===== config.mk =====
export PLATFORM = sky130hd
export DESIGN_NAME = gather_bus
export DESIGN_NICKNAME = d
export VERILOG_FILES = /design/src/rtl/gather_bus_pkg.sv /design/src/rtl/gather_bus_rr_arbiter.sv /design/src/rtl/gather_bus.sv
export SDC_FILE = /design/constraint.sdc
export NUM_CORES = 1
export LEC_CHECK = 0
export CORE_ASPECT_RATIO = 2
export CORE_MARGIN = 2
export CORE_UTILIZATION = 30
export DETAILED_ROUTE_END_ITERATION = 12
export SYNTH_ARGS = -nofsm -noshare
export SYNTH_HDL_FRONTEND = slang
export SYNTH_SLANG_ARGS = --single-unit

===== constraint.sdc =====
create_clock -name clk -period 18.3 [get_ports clk]
set_input_delay 1.83 -clock clk [delete_from_list [all_inputs] [get_ports clk]]
set_output_delay 1.83 -clock clk [all_outputs]
set_load 0.05 [all_outputs]

===== src/rtl/gather_bus_pkg.sv =====
// gather_bus_pkg: shared widths and {valid, tag, value} field positions for the multicast/gather buses
package gather_bus_pkg;
    localparam int MASTER_NUMS_DEF = 14;
    localparam int ID_LEN_DEF = 5;
    localparam int VALUE_LEN_DEF = 32;
    localparam int TAG_LSB = VALUE_LEN_DEF;
    localparam int VALID_BIT = VALUE_LEN_DEF + ID_LEN_DEF;
    localparam int WORD_LEN = VALUE_LEN_DEF + ID_LEN_DEF + 1;
endpackage


===== src/rtl/gather_bus_rr_arbiter.sv =====
// rr_arbiter: picks the first requester at or above ptr, wrapping modulo N
module rr_arbiter #(
    parameter int N = 14,
    parameter int PW = $clog2(N)
) (
    input  logic [N-1:0]  req,
    input  logic [PW-1:0] ptr,
    output logic [N-1:0]  grant,
    output logic [PW-1:0] idx,
    output logic          any
);
    logic [PW:0] s;
    // Walk the requesters starting at ptr; the first hit wins
    always_comb begin
        grant = '0;
        idx = '0;
        any = 1'b0;
        s = '0;
        for (int i = 0; i < N; i++) begin
            s = {1'b0, ptr} + (PW+1)'(i);
            s = (s >= (PW+1)'(N)) ? s - (PW+1)'(N) : s;
            if (!any && req[s[PW-1:0]]) begin
                any = 1'b1;
                idx = s[PW-1:0];
                grant[s[PW-1:0]] = 1'b1;
            end
        end
    end
endmodule


===== src/rtl/gather_bus.sv =====
// gather_bus: round-robin gather of one PE row onto a single tagged, registered output slot
module gather_bus
    import gather_bus_pkg::*;
#(
    parameter int MASTER_NUMS = MASTER_NUMS_DEF,
    parameter int ID_LEN = ID_LEN_DEF,
    parameter int VALUE_LEN = VALUE_LEN_DEF
) (
    input  logic                                clk,
    input  logic                                rst,
    input  logic [MASTER_NUMS-1:0][VALUE_LEN:0] master_enable_data,
    output logic [MASTER_NUMS-1:0]              master_ready,
    output logic [VALUE_LEN+ID_LEN:0]           enable_tag_value,
    input  logic                                ready,
    input  logic                                set_id,
    input  logic [ID_LEN-1:0]                   id_scan_in,
    output logic [ID_LEN-1:0]                   id_scan_out
);
    localparam int PW = $clog2(MASTER_NUMS);
    logic [MASTER_NUMS-1:0][ID_LEN-1:0] id_reg;
    logic [MASTER_NUMS-1:0] req, grant;
    logic [PW-1:0] rr_ptr, idx;
    logic any, out_valid, grant_en;
    logic [ID_LEN-1:0] out_tag;
    logic [VALUE_LEN-1:0] out_value;
    // Requests are the valid bits of each PE's {valid, value} word
    always_comb begin
        req = '0;
        for (int i = 0; i < MASTER_NUMS; i++) req[i] = master_enable_data[i][VALUE_LEN];
    end
    rr_arbiter #(.N(MASTER_NUMS)) u_arb (
        .req(req),
        .ptr(rr_ptr),
        .grant(grant),
        .idx(idx),
        .any(any)
    );
    assign grant_en = !rst && (!out_valid || ready) && !set_id && any;
    assign master_ready = grant_en ? grant : '0;
    assign enable_tag_value = {out_valid, out_tag, out_value};
    assign id_scan_out = id_reg[MASTER_NUMS-1];
    // ID scan chain: a new ID enters PE0 and every register passes its ID to the next PE
    always_ff @(posedge clk or posedge rst) begin
        if (rst) id_reg <= '0;
        else if (set_id) id_reg <= {id_reg[MASTER_NUMS-2:0], id_scan_in};
    end
    // Output slot and pointer: load on a grant, otherwise empty once the word is accepted
    always_ff @(posedge clk or posedge rst) begin
        if (rst) begin
            out_valid <= 1'b0;
            out_tag <= '0;
            out_value <= '0;
            rr_ptr <= '0;
        end else if (grant_en) begin
            out_valid <= 1'b1;
            out_tag <= id_reg[idx];
            out_value <= master_enable_data[idx][VALUE_LEN-1:0];
            rr_ptr <= (idx == PW'(MASTER_NUMS - 1)) ? '0 : idx + 1'b1;
        end else if (ready) begin
            out_valid <= 1'b0;
        end
    end
endmodule


==> qor.txt <==
TIMING
---------------------------------------------------------------------------------
Maximum clock rate                                                     0.1075 GHz
Max-slew headroom at the worst pin                                         22.37%
Ratio of final minimum period to clock period                              50.85%
Final count of pins violating max slew                                          0
Worst-case clock skew                                                 0.007414 ns
Count of endpoints failing hold in the final timing report                      0
Smallest hold slack                                                     0.5077 ns
RSZ-0062 raised after global routing                                        false
Slew at the pin with the worst max-slew slack                            1.159 ns
Final min period                                                         9.306 ns
Final-report setup violation count                                              0
Fin Setup TNS                                                                0 ns

WORST SETUP PATH
---------------------------------------------------------------------------------
FF-to-FF path depth                                                            20
Kind of start point of the critical path                                 register
Endpoint kind of the worst setup timing path                           output pin
Type of the worst setup path                                         register to output pin
Reg-to-reg setup timing slack                                             9.67 ns
Required time at the worst-slack endpoint                                16.47 ns
Worst-path fanout max                                                          26
Data arrival, critical path                                               7.48 ns

FLOORPLAN
---------------------------------------------------------------------------------
DIE AREA                                                                49480 µm²
Chip Height                                                              312.6 µm
Total core area                                                         47220 µm²
Std cell rows                                                                 113
Overall die width                                                        158.3 µm
Initial Util                                                               30.24%
I/O pin count                                                                 528

YOSYS
---------------------------------------------------------------------------------
Post-synth design cell area                                             14280 µm²
Synthesis Warnings                                                              0
Top area cells in the synthesized netlist                            sky130_fd_sc_hd__dfrtp_1 (20%), sky130_fd_sc_hd__mux2i_1 (18%), sky130_fd_sc_hd__mux2_2 (6.5%)
Cell accounting for the most synthesized area                        sky130_fd_sc_hd__dfrtp_1
Number of unique standard cell types used by synthesis                        102
Post-synth EDFFs                                                                0
Most frequent cells after synthesis                                  sky130_fd_sc_hd__mux2i_1 (262), sky130_fd_sc_hd__nand2_1 (140), sky130_fd_sc_hd__nor2_1 (116), sky130_fd_sc_hd__dfrtp_1 (112), sky130_fd_sc_hd__a21oi_1 (91)
Average cell area after synthesis                                       8.501 µm²
Post-synth top area share                                                  19.62%
Sequential fraction of the synthesis area                                  19.62%
Post-Synthesis Net Count                                                     2173
Yosys reg bits                                                                112
Most used standard cell by instance count after synthesis            sky130_fd_sc_hd__mux2i_1
Post-synthesis cell count                                                    1680
Share of flip-flops with an asynchronous set or reset                      100.0%
Most common flop cell mapped by yosys                                sky130_fd_sc_hd__dfrtp_1

ROUTE
---------------------------------------------------------------------------------
Final wirelength                                                         67490 µm
Number of detailed-routing iterations run before antenna repair                 9
Number of remaining DRC errors                                                  0
Number of vias per cell                                                     5.639
Number of vias after detailed routing                                       15491
Count of nets left with antenna violations after detail routing                 0
DR iter-0 viols                                                              1272
DR WL/cell                                                               24.57 µm

CLOCKING
---------------------------------------------------------------------------------
Cts repair resizes                                                              0
Clock buffers created by TritonCTS                                              9
Clk sinks                                                                     112
Cts hold-fix bufs                                                               0
Skew-Pair Late Insertion Delay                                            0.37 ns
CTS tree                                                                     done
CTS Root Cell                                                        sky130_fd_sc_hd__clkbuf_16
Number of levels in the clock H-tree                                            3
Register clock-pin slew on the reported worst setup and hold paths        0.08 ns
Number of buffers inserted to repair setup after CTS                            0
Max clock buf depth                                                             2

PLACED DESIGN
---------------------------------------------------------------------------------
Number of port buffers                                                        527
Routability congestion estimate from global placement                      0.9894
HPWL Detailed                                                            52590 µm
Cell area reported after detailed placement                             19920 µm²

FINISH
---------------------------------------------------------------------------------
Design area                                                             20260 µm²
Area of the multi-input gates                                           10500 µm²
FF+latch area                                                            2804 µm²
Area Overhead vs Synth                                                     41.87%
Number of filler instances in the final layout                               4795
Fraction of final layout cells with drive strength greater than 1          12.36%
Largest register FFs                                                           65
Number of nets in the final layout                                           2600

RUN
---------------------------------------------------------------------------------
Number of max-cap violations                                                    0

GLOBAL ROUTE
---------------------------------------------------------------------------------
First-pass GRT wire length                                               95640 µm
Grt total ovfl                                                                  0
Antenna violations before repair                                                7
Maximum number of pins on one net before global-route repair                  118
Total global routing track utilization                                     25.90%
Vias in the first global route                                              15066

OUTCOME
---------------------------------------------------------------------------------
Status                                                                  completed

WORST HOLD PATH
---------------------------------------------------------------------------------
Depth of the worst hold-timing path                                             1
Class of the tightest hold or removal check                          register to register

[cell families (layout without fill, tap and decap cells)]
group                      after synthesis  in the layout  share of synthesized area [%]
muxes                                  354            354                          26.06
buffers and inverters                  230            662                          7.166
xor gates and xnor gates                25             25                          1.796
other                                    0              3                              0
DFF                                    112            112                          19.62
and+or+nand+nor                        469            469                          16.94
adders and majority gates               22             22                          1.980
AOI/OAI and AO/OA                      468            468                          26.43
[critical path: stages, from the launching register on]
cell and delay [ns]:
sky130_fd_sc_hd__dfrtp_1 0.33, sky130_fd_sc_hd__buf_4 0.30, sky130_fd_sc_hd__inv_1 0.37, sky130_fd_sc_hd__ha_1 0.83, sky130_fd_sc_hd__inv_2 0.35, sky130_fd_sc_hd__ha_1 0.38, sky130_fd_sc_hd__a31oi_1 0.20, sky130_fd_sc_hd__a22oi_2 0.11
sky130_fd_sc_hd__xnor2_1 0.52, sky130_fd_sc_hd__mux2_2 0.43, sky130_fd_sc_hd__mux2i_2 0.27, sky130_fd_sc_hd__o211ai_4 0.18, sky130_fd_sc_hd__or4b_1 0.61, sky130_fd_sc_hd__nand2b_1 0.20, sky130_fd_sc_hd__o311ai_0 0.77, sky130_fd_sc_hd__mux2i_1 0.17
sky130_fd_sc_hd__a31oi_1 0.21, sky130_fd_sc_hd__clkdlybuf4s50_1 0.83
[area by class of cell]
cell class | instances | share of cell area, %
tap | 632 | 3.903
timing repair buffer | 551 | 26.96
inverter | 95 | 1.772
clock inverter | 6 | 0.5187
multi-input combinational | 1338 | 51.84
sequential | 112 | 13.84
antenna | 3 | 0.03705
clock buffer | 10 | 1.130
[final timing paths]
path | startpoint | endpoint
min reg2reg | id_reg[51]$_DFFE_PP0P_ | id_reg[56]$_DFFE_PP0P_
min | id_reg[51]$_DFFE_PP0P_ | id_reg[56]$_DFFE_PP0P_
max | rr_ptr[1]$_DFFE_PP0P_ | master_ready[8]
max in group asynchronous | rst | id_reg[15]$_DFFE_PP0P_
min in group asynchronous | rst | out_valid$_DFFE_PP0P_
max reg2reg | rr_ptr[1]$_DFFE_PP0P_ | out_value[7]$_DFFE_PP0P_
[routing by layer]
| metal | global-route usage (%) | share of wire (%) |
|---|---|---|
| met1 | 29.76 | 38 |
| met4 | 11.36 | 4.7 |
| met3 | 5.824 | 8.4 |
| met5 | 0 | 0.077 |
| met2 | 45.33 | 49 |
[stage by stage]
step / instances / worst slack [ns] / utilization (%)
after floorplan: 1680 / 9.218 / -
after CTS: 2744 / 9.154 / 42.89
after detailed placement: 2728 / 9.602 / 42.18
final: 2747 / 8.994 / 42.91
after global placement: 2728 / 9.649 / 42.18
after global routing: 2747 / 8.639 / 42.91
[cells in the final DEF, fill, tap and decap left out, drive strengths merged, types with 10 or more instances in the layout]
cell type      instances
a211oi                53
a21o                  13
a21oi                 93
a221oi                44
a31oi                 16
and2                  11
buf                   25
clkbuf                10
clkdlybuf4s50        526
dfrtp                112
ha                    21
inv                   98
mux2                  84
mux2i                265
nand2                140
nand2b                23
nand3                 26
nor2                 120
nor3                  62
nor4                  11
o211ai                15
o21ai                 38
o221a                 74
o31ai                 17
o32ai                 10
or2                   11
xnor2                 23
Power is left out: the tool's default activity adds up to more than one toggle a clock period on the data nets, which glitch-free logic cannot reach.
